$ cat src/rtl/cory_unpack4.sv
// Fans one wide valid/ready word out into four independently handshaked lanes.
// A new word is taken only when every lane is empty or being drained this cycle.
module cory_unpack4 #(
  parameter int N  = 8,
  parameter int A0 = N,
  parameter int A1 = N,
  parameter int A2 = N,
  parameter int A3 = N,
  parameter int Z  = A0 + A1 + A2 + A3
) (
  input  logic          clk,
  input  logic          reset,
  input  logic          i_a_v,
  input  logic [Z-1:0]  i_a_d,
  output logic          o_a_r,
  output logic          o_z0_v,
  output logic [A0-1:0] o_z0_d,
  input  logic          i_z0_r,
  output logic          o_z1_v,
  output logic [A1-1:0] o_z1_d,
  input  logic          i_z1_r,
  output logic          o_z2_v,
  output logic [A2-1:0] o_z2_d,
  input  logic          i_z2_r,
  output logic          o_z3_v,
  output logic [A3-1:0] o_z3_d,
  input  logic          i_z3_r
);

  logic [3:0]    vld_p0;
  logic [A0-1:0] d0_p0;
  logic [A1-1:0] d1_p0;
  logic [A2-1:0] d2_p0;
  logic [A3-1:0] d3_p0;
  logic [3:0]    lane_rdy;
  logic [3:0]    lane_free;
  logic          acc;

  assign lane_rdy  = {i_z3_r, i_z2_r, i_z1_r, i_z0_r};
  assign lane_free = ~vld_p0 | lane_rdy;
  assign o_a_r     = ~reset & (&lane_free);
  assign acc       = i_a_v & o_a_r;

  // Stage p0: lane registers; a lane reloads in the same cycle it drains, so no bubble
  always_ff @(posedge clk or posedge reset) begin
    if (reset) begin
      vld_p0 <= 4'b0000;
      d0_p0  <= '0;
      d1_p0  <= '0;
      d2_p0  <= '0;
      d3_p0  <= '0;
    end else if (acc) begin
      vld_p0 <= 4'b1111;
      d0_p0  <= i_a_d[A0-1:0];
      d1_p0  <= i_a_d[A0+A1-1:A0];
      d2_p0  <= i_a_d[A0+A1+A2-1:A0+A1];
      d3_p0  <= i_a_d[Z-1:A0+A1+A2];
    end else begin
      vld_p0 <= vld_p0 & ~lane_rdy;
    end
  end

  assign o_z0_v = vld_p0[0];
  assign o_z1_v = vld_p0[1];
  assign o_z2_v = vld_p0[2];
  assign o_z3_v = vld_p0[3];
  assign o_z0_d = d0_p0;
  assign o_z1_d = d1_p0;
  assign o_z2_d = d2_p0;
  assign o_z3_d = d3_p0;

endmodule
$ cat config.mk
export PLATFORM = sky130hd
export DESIGN_NAME = cory_unpack4
export DESIGN_NICKNAME = d
export VERILOG_FILES = /design/src/rtl/cory_unpack4.sv
export SDC_FILE = /design/constraint.sdc
export NUM_CORES = 1
export LEC_CHECK = 0
export ABC_CLOCK_PERIOD_IN_PS = 1900
export CAP_MARGIN = 20
export CORE_MARGIN = 5
export CORE_UTILIZATION = 38
export CTS_CLUSTER_SIZE = 12
export DETAILED_ROUTE_END_ITERATION = 12
export PLACE_DENSITY = 0.78
export SYNTH_ARGS = -nofsm -noshare
export SYNTH_HDL_FRONTEND = slang
export SYNTH_SLANG_ARGS = --single-unit
$ cat constraint.sdc
create_clock -name clk -period 1.9 [get_ports clk]
set_input_delay 0.38 -clock clk [delete_from_list [all_inputs] [get_ports clk]]
set_output_delay 0.38 -clock clk [all_outputs]
set_load 0.005 [all_outputs]
### After elaboration in Yosys (flattened, before gate mapping)

Index checks and enable logic that the tools add are counted.

* register bits: 36
* bits of input ports: 39
* output and inout port bits: 37

* mux-type cells: 1
* bitwise logic cells: 7
* reduce and logical (&&, ||, !) cells: 1

Operators with widths (number)
* 4-bit inverter: 2
* 4-bit AND: 1
* 4-bit two-way mux: 1
* 4-bit OR: 1
* 4-bit AND reduction: 1
* 1-bit AND: 2
* 1-bit inverter: 1

### Logic depth before layout (Yosys ltp)

Gate-level depths: netlist of run 1.

* word-level depth: 6
* gate-level depth with buffers: 5

### Worst setup path after synthesis of run 1

Ideal clock, no wire load.

* path type: input -> register
* from: input port i_z2_r
* to: register d0_p0[2], in the netlist o_z0_d[2]
* data arrival time: 1453 ps
* data required time: 1775 ps
* slack: 323 ps
* stages: 5
* buffers on the path: 1
* cell sequence: nand2b_1 -> nand4_2 -> nor3b_4 -> buf_6 -> mux2_2

* longest elaborated chain between the ends: 4

Ends and longest elaborated chain
* from (decl): RTL line 24 `input logic i_z2_r,`
* 4-bit OR: RTL line 40 `assign lane_free = ~vld_p0 | lane_rdy;`
* 4-bit AND reduction: RTL line 41 `assign o_a_r = ~reset & (&lane_free);`
* 1-bit AND: RTL line 41
* 1-bit AND: RTL line 42 `assign acc = i_a_v & o_a_r;`
* to (signal assigned): RTL line 54 `d0_p0 <= i_a_d[A0-1:0];`
* to (decl): RTL line 31 `logic [A0-1:0] d0_p0;`

Every way passes these cells.
A chain may end at the register's enable or synchronous reset.

### Worst setup path in the final report of run 1

* from: input port i_z2_r
* to: register d3_p0[4], in the netlist o_z3_d[4]

* longest elaborated chain between the ends: 4

Ends and longest elaborated chain
* 4-bit OR: RTL line 40
* 4-bit AND reduction: RTL line 41
* 1-bit AND: RTL line 41
* 1-bit AND: RTL line 42
* to (signal assigned): RTL line 57 `d3_p0 <= i_a_d[Z-1:A0+A1+A2];`
* to (decl): RTL line 34 `logic [A3-1:0] d3_p0;`

Every way passes these cells.

==> results of run 1 <==
-- sequential cells by signal (all words and copies together), names as in the netlist --
name / cells
o_z0_d: 8
o_z1_d: 8
o_z2_d: 8
o_z3_d: 8
vld_p0: 4
-- layout make-up --
class	count	area, um^2
repair buffers	88	935.9
fillers	233	1055
inverters	1	3.754
clock inverters	3	42.54
clock buffers	5	68.82
multi-input cells	43	539.3
well taps	48	60.06
flip-flops and latches	36	900.9
-- routing by layer --
layer | vias up | part of all wire | track usage
met3 | 2 | 0.076 | 0.06818
met2 | 45 | 0.53 | 0.2277
met4 | 0 | 0.0057 | 0.04384
li1 | 474 | - | -
met1 | 499 | 0.39 | 0.1567
met5 | - | 0 | 0
-- cells in the final DEF, fill, tap and decap left out, types with 2 or more instances in the layout --
cell             netlist  layout
mux2_2                28      19
nand2b_4               0       4
dfrtp_1               36      36
mux2_1                 4       3
buf_4                  0       5
clkbuf_16              0       3
buf_6                  3       3
clkbuf_8               0       5
dlymetal6s2s_1         0       2
mux2_4                 0      10
clkdlybuf4s50_1        0      72
a21bo_2                4       4
-- report_power, final --
group	leakage [uW]	internal [uW]	switching, uW
Sequential	0.000428	1010	133
Combinational	0.000630	774	285
Clock	0.0000541	388	264
Total	0.00111	2170	682
-- repair_timing --
action                                  CTS  global route
endpoints found under the hold margin     0             0
setup buffers                             1             2
endpoints found under the setup margin    1            33
gates cloned                              0             4
resized for setup                         4            19
pin swaps                                 1             2
-- worst max-delay path by stage --
stage | slack [ns] | end | cells past startpoint
5_1_grt | -0.03 | o_z3_d[5]$_DFFE_PP0P_ | 8
6_report | 0.01 | o_z3_d[4]$_DFFE_PP0P_ | 8
3_3_place_gp | -0.25 | o_a_r | 5
3_5_place_dp | -0.32 | o_a_r | 5
2_1_floorplan | 0.32 | o_z0_d[2]$_DFFE_PP0P_ | 5
4_1_cts | -0.02 | o_z0_d[3]$_DFFE_PP0P_ | 7
-- per-stage QoR --
stage | power, uW | cell area (um^2)
floorplan | 1440 | 1399
global placement | 2057 | 2233
detailed placement | 2095 | 2233
CTS | 2767 | 2365
global route | 3011 | 2551
finish | 2852 | 2551
-- kinds of logic (layout without fill, tap and decap cells) --
kind of cell           after synthesis  in the layout  share of synthesized area
AO/OA/AOI/OAI                        4              4                    0.02862
multiplexers                        32             32                     0.2576
AND/OR/NAND/NOR                      7              7                    0.04293
buffers and inverters                4             97                    0.02683
flip-flops                          36             36                     0.6440
-- critical path, cell delays in order --
cell             delay [ns]
clkdlybuf4s50_1        0.45
nand2b_4               0.12
nand4_4                0.11
buf_6                  0.13
nor3b_4                0.16
buf_6                  0.18
clkbuf_16              0.16
mux2_2                 0.33
==> out/qor.txt, run 1 <==
DRT Wirelength - 3.656 mm
Yosys top cell area share - 0.6440
ys flop type - dfrtp_1
r2r endpoint - o_z3_d[4]$_DFFE_PP0P_
Max Root-Sink Buffers - 2
P_leak - 0.001112 uW
via count - 1020
CP arrival - 2.05 ns
Synth Instances - 83
Final nets - 214
Rows - 22
Worst-path clk slew - 0.07 ns
Residual DRC - 0
final-report max-slew violation count - 0
launch point of the worst path - i_z2_r
Synth Cell Area - 0.001399 mm^2
cts hold-fix bufs - 0
Fmax - 530.2 MHz
Root Buffer - clkbuf_8
RSZ-0062 raised after global routing - yes
die height - 70.67 um
r2r setup slk - 0.19 ns
Commonest cells post-synth - dfrtp_1, mux2_2, a21bo_2, mux2_1, nand2b_1
Final ANT Viol Nets - 0
max-capacitance violation count - 0
largest net degree at the start of global routing - 37
Die Span X - 70.67 um
min setup slack post-route - 0.01407 ns
syn avg cell area - 16.85 um^2
Core ar. - 0.003606 mm^2
WHS Path Cells - 1
fin crit period - 1.886 ns
Top Ports - 76
dpl ws - -0.3168 ns
CP Class - in -> reg
RD Place Congestion - 0.7322
Setup TNS Final - 0 ns
post-route core utilization - 0.7075
ranking of synthesized cells by area - dfrtp_1, mux2_2, mux2_1
Final Hold Slack - 0.4975 ns
Synth cell types - 10
count leader, synth - dfrtp_1
port bufs - 75
1st-iter DRT viols - 21
area leader, netlist - dfrtp_1
CTS tree - built
Slew @ Worst Pin - 0.4524 ns
EDFF count, synth - 0
TritonRoute pass-1 iters - 2
total gr overflow - 0
total track usage - 0.1377
Hold Crit Start - o_z3_d[1]$_DFFE_PP0P_
CP required - 2.06 ns
final setup fails - 0
CP endpoint kind - flip-flop
synth warn - 0
initial antenna violation count - 0
dpl hpwl - 2.467 mm
status - finished clean
Hold EP - o_z3_d[1]$_DFFE_PP0P_
Seq/Total Area, Yosys - 0.6440
CP startpoint kind - input port
ys async rst share - 1.000
# diodes - 0
full die area - 0.004994 mm^2
syn nets - 122
Cell Pwr Density - 1118 mW/mm^2
Hold Crit Class - reg -> reg
final hold violations - 0
vias per inst - 4.554
DP Cell Count - 209
H-tree level count - 2
Rel. slew slack - 0.6984
Reg2Reg Launch Point - vld_p0[2]$_DFF_PP0_
Clock Skew - 0.003886 ns
period utilization - 0.9926
Reg2Reg Depth - 7
layout cells sized above 1 - 0.3466
WL/cell - 16.32 um
crit path max fanout - 6
Clock Sinks - 36
first-pass GRT wire length - 5.388 mm
clk_lat worst skew - 0.28 ns
area grow syn2layout - 82.38%
synthesized flop and latch total - 36
vias in the first global route - 1054
cts bufs inserted - 5
Non-Filler Instances - 224
Initial Util - 0.3879
VDD IR max - 0.7232 mV
Power figures use the tool's default switching activity.
==> inputs of run 2 (changes only) <==
Settings changed: ABC_CLOCK_PERIOD_IN_PS 1900 to 2000.
Clock period 1.9 ns to 2 ns, I/O delays scaled along.
==> out/qor.txt, run 2 (synthesized netlist as in run 1, its figures left out) <==
Max Root-Sink Buffers - 2
area grow syn2layout - 68.52%
Top Ports - 76
CP endpoint kind - flip-flop
first-pass GRT wire length - 5.257 mm
clk_lat worst skew - 0.28 ns
Combinational Power Share - 0.348
CTS tree - built
total track usage - 0.1343
CP Class - in -> reg
layout cells sized above 1 - 0.2941
Initial Util - 0.3879
period utilization - 0.9581
Die Span X - 70.67 um
Core ar. - 0.003606 mm^2
P_leak - 0.0009826 uW
final setup fails - 0
CP arrival - 2.08 ns
Fmax - 521.9 MHz
cts hold-fix bufs - 0
cts bufs inserted - 5
final-report max-slew violation count - 0
clock network power share - 0.238
Storage cell area - 900.9 um^2
CP startpoint kind - input port
Rows - 22
1st-iter DRT viols - 16
via count - 965
Setup TNS Final - 0 ns
FILL cells - 277
TritonRoute pass-1 iters - 2
Multi-input gate area - 462.9 um^2
Psw - 607.0 uW
Clock Sinks - 36
vias per inst - 4.427
crit path max fanout - 22
CP required - 2.16 ns
final hold violations - 0
Final ANT Viol Nets - 0
Hold Crit Class - reg -> reg
status - finished clean
# diodes - 0
initial antenna violation count - 0
Final nets - 208
Int Power - 1976 uW
RD Place Congestion - 0.7309
H-tree level count - 2
Rel. slew slack - 0.7028
Net Sw Frac - 0.2350
port bufs - 75
most frequent cells in the layout - clkdlybuf4s50_1, dfrtp_1, mux2_2, clkbuf_8, buf_4
DRT Wirelength - 3.237 mm
max-capacitance violation count - 0
Cell Pwr Density - 1096 mW/mm^2
vias in the first global route - 1073
Flop pwr share - 0.414
VDD IR max - 0.7666 mV
Worst-path clk slew - 0.07 ns
instance area after placement - 0.002233 mm^2
Root Buffer - clkbuf_8
total gr overflow - 0
Clock Skew - 0.004094 ns
Residual DRC - 0
full die area - 0.004994 mm^2
fin crit period - 1.916 ns
dpl hpwl - 2.517 mm
WL/cell - 14.85 um
die height - 70.67 um
most common cell after layout, fill and taps aside - clkdlybuf4s50_1
Slew @ Worst Pin - 0.4458 ns
RSZ-0062 raised after global routing - no
final instance area - 0.002357 mm^2
largest net degree at the start of global routing - 37
run 2: repair_timing:
item,in CTS,in global routing
setup buffers,1,0
cloned,0,0
setup endpoints to repair,1,4
pin swaps,1,0
gates resized for setup,2,1
run 2: through the flow:
| stage | power, uW | setup WS, ns | std cells | utilization | hold WS (ns) |
|---|---|---|---|---|---|
| after global routing | 2735 | 0.01176 | 218 | 0.6537 | 0.5053 |
| after CTS | 2629 | 0.05896 | 218 | 0.6527 | 0.4912 |
| after global placement | 1954 | -0.1918 | 209 | 0.6194 | 0.4692 |
| after detailed placement | 2000 | -0.2080 | 209 | 0.6194 | 0.4749 |
| final | 2583 | 0.08381 | 218 | 0.6537 | 0.4884 |
| after floorplan | 1368 | 0.4026 | 83 | - | 0.4828 |
run 2: per-layer routing:
metal / track usage / up-vias / part of all wire
met3: 0.06108 / 4 / 0.091
met4: 0.05637 / 0 / 0.012
met1: 0.1483 / 460 / 0.39
li1: - / 458 / -
met2: 0.2245 / 43 / 0.51
met5: 0 / - / 0
run 2: layout make-up:
cell class              instances  area share
flip-flops and latches         36      0.3822
repair buffers                 82      0.3471
well taps                      48     0.02548
inverters                       1    0.001592
clock inverters                 3     0.01805
multi-input cells              43      0.1964
clock buffers                   5     0.02919
run 2: worst max-delay path: stages:
cell,delay (ns)
clkdlybuf4s50_1,0.45
nand2b_1,0.14
nand4_2,0.12
buf_4,0.16
nor3b_4,0.25
buf_12,0.21
mux2_2,0.35
run 2: power groups by stage:
stage	Sequential [uW]	Combinational [uW]	Clock [uW]
6_report	1070	898	615
5_1_grt	1100	957	675
4_1_cts	1080	916	635
3_5_place_dp	1090	908	0
3_3_place_gp	1070	882	0
2_1_floorplan	1100	270	0
run 2: worst paths after layout:
| kind | start | to | slack [ns] | depth (start not counted) |
|---|---|---|---|---|
| max | i_z0_r | o_z0_d[6]$_DFFE_PP0P_ | 0.08 | 7 |
| min | o_z3_d[2]$_DFFE_PP0P_ | o_z3_d[2]$_DFFE_PP0P_ | 0.49 | 1 |
| max reg2reg | vld_p0[0]$_DFF_PP0_ | o_z0_d[6]$_DFFE_PP0P_ | 0.29 | 6 |
| min reg2reg | o_z3_d[2]$_DFFE_PP0P_ | o_z3_d[2]$_DFFE_PP0P_ | 0.49 | 1 |
| max in group asynchronous | reset | o_z1_d[3]$_DFFE_PP0P_ | 0.96 | 4 |
| min in group asynchronous | reset | o_z2_d[5]$_DFFE_PP0P_ | 0.72 | 4 |
==> inputs of run 3 (changes only) <==
Settings changed: GPL_TIMING_DRIVEN set to 0, PLACE_DENSITY 0.78 to 0.79.
==> out/qor.txt, run 3 (synthesized netlist as in run 1, its figures left out) <==
Cell Pwr Density - 1059 mW/mm^2
# diodes - 0
VDD IR max - 0.5978 mV
Max Root-Sink Buffers - 2
CTS tree - built
most frequent cells in the layout - clkdlybuf4s50_1, dfrtp_1, mux2_2, clkbuf_8
crit path max fanout - 2
FILL cells - 278
instance area after placement - 0.002237 mm^2
overall power - 2526 uW
CP endpoint kind - output pin
initial antenna violation count - 0
Final ANT Viol Nets - 0
first-pass GRT wire length - 5.271 mm
min setup slack post-route - 0.1006 ns
Multi-input gate area - 506.7 um^2
dpl ws - -0.3747 ns
Storage cell area - 900.9 um^2
Core ar. - 0.003606 mm^2
total track usage - 0.1358
full die area - 0.004994 mm^2
Clock Sinks - 36
final setup fails - 0
Clock Skew - 0.003190 ns
Rel. slew slack - 0.4800
Initial Util - 0.3879
Slew @ Worst Pin - 0.7791 ns
dpl hpwl - 2.524 mm
Top Ports - 76
Final nets - 206
Hold Crit Class - reg -> reg
period utilization - 0.9497
1st-iter DRT viols - 28
Rows - 22
final-report max-slew violation count - 0
area grow syn2layout - 70.57%
Root Buffer - clkbuf_8
Final Hold Slack - 0.4882 ns
max-capacitance violation count - 0
final hold violations - 0
H-tree level count - 2
largest net degree at the start of global routing - 20
status - finished clean
TritonRoute pass-1 iters - 4
Worst-path clk slew - 0.07 ns
Residual DRC - 0
Die Span X - 70.67 um
cts bufs inserted - 5
DRT Wirelength - 3.251 mm
vias in the first global route - 1042
total gr overflow - 0
CP startpoint kind - input port
via count - 982
WL/cell - 15.12 um
CP arrival - 1.50 ns
P_leak - 0.001001 uW
vias per inst - 4.567
final instance area - 0.002386 mm^2
layout cells sized above 1 - 0.3054
RD Place Congestion - 0.7538
port bufs - 75
fin crit period - 1.899 ns
clk_lat worst skew - 0.28 ns
RSZ-0062 raised after global routing - no
Setup TNS Final - 0 ns
Fmax - 526.5 MHz
CP required - 1.60 ns
CP Class - in -> out
die height - 70.67 um
most common cell after layout, fill and taps aside - clkdlybuf4s50_1
-- run 3: worst paths after layout --
check	from	endpoint	slack (ns)	cells after the start
min in group asynchronous	reset	o_z0_d[2]$_DFFE_PP0P_	0.74	2
max in group asynchronous	reset	o_z1_d[6]$_DFFE_PP0P_	0.70	3
max reg2reg	vld_p0[2]$_DFF_PP0_	o_z1_d[6]$_DFFE_PP0P_	0.35	5
min reg2reg	o_z2_d[2]$_DFFE_PP0P_	o_z2_d[2]$_DFFE_PP0P_	0.49	1
min	o_z2_d[2]$_DFFE_PP0P_	o_z2_d[2]$_DFFE_PP0P_	0.49	1
max	i_z2_r	o_a_r	0.10	5
-- run 3: report_power, final --
group	internal (uW)	switching [uW]	total, uW
clock	306	234	541
combinational	659	252	910
sequential	957	119	1080
total	1920	604	2530
-- run 3: metal layers --
layer | global-route usage | wire [um]
met5 | 0 | 0
met1 | 0.1664 | 1342
met3 | 0.05114 | 271
met4 | 0.04384 | 27
met2 | 0.2225 | 1610
-- run 3: layout make-up --
class,instances,area share
Sequential cell,36,0.3776
Timing Repair Buffer,77,0.3288
Multi-Input combinational cell,43,0.2124
Clock buffer,7,0.04038
Tap cell,48,0.02517
Buffer,3,0.01416
Inverter,1,0.001573
-- run 3: what timing repair did --
action,in CTS,in global routing
hold buffers,0,0
resized for setup,8,0
setup endpoints to repair,1,0
setup buffers,1,0
-- run 3: worst max-delay path, cell delays in order --
cell and delay [ns]:
clkdlybuf4s50_1 0.46, nand2b_4 0.13, nand4_4 0.13, nor2_4 0.14
dlygate4sd2_1 0.24
-- run 3: through the flow --
stage / cells / utilization
floorplan: 83 / -
global placement: 206 / 0.6128
detailed placement: 207 / 0.6204
CTS: 215 / 0.6617
global route: 215 / 0.6617
finish: 215 / 0.6617
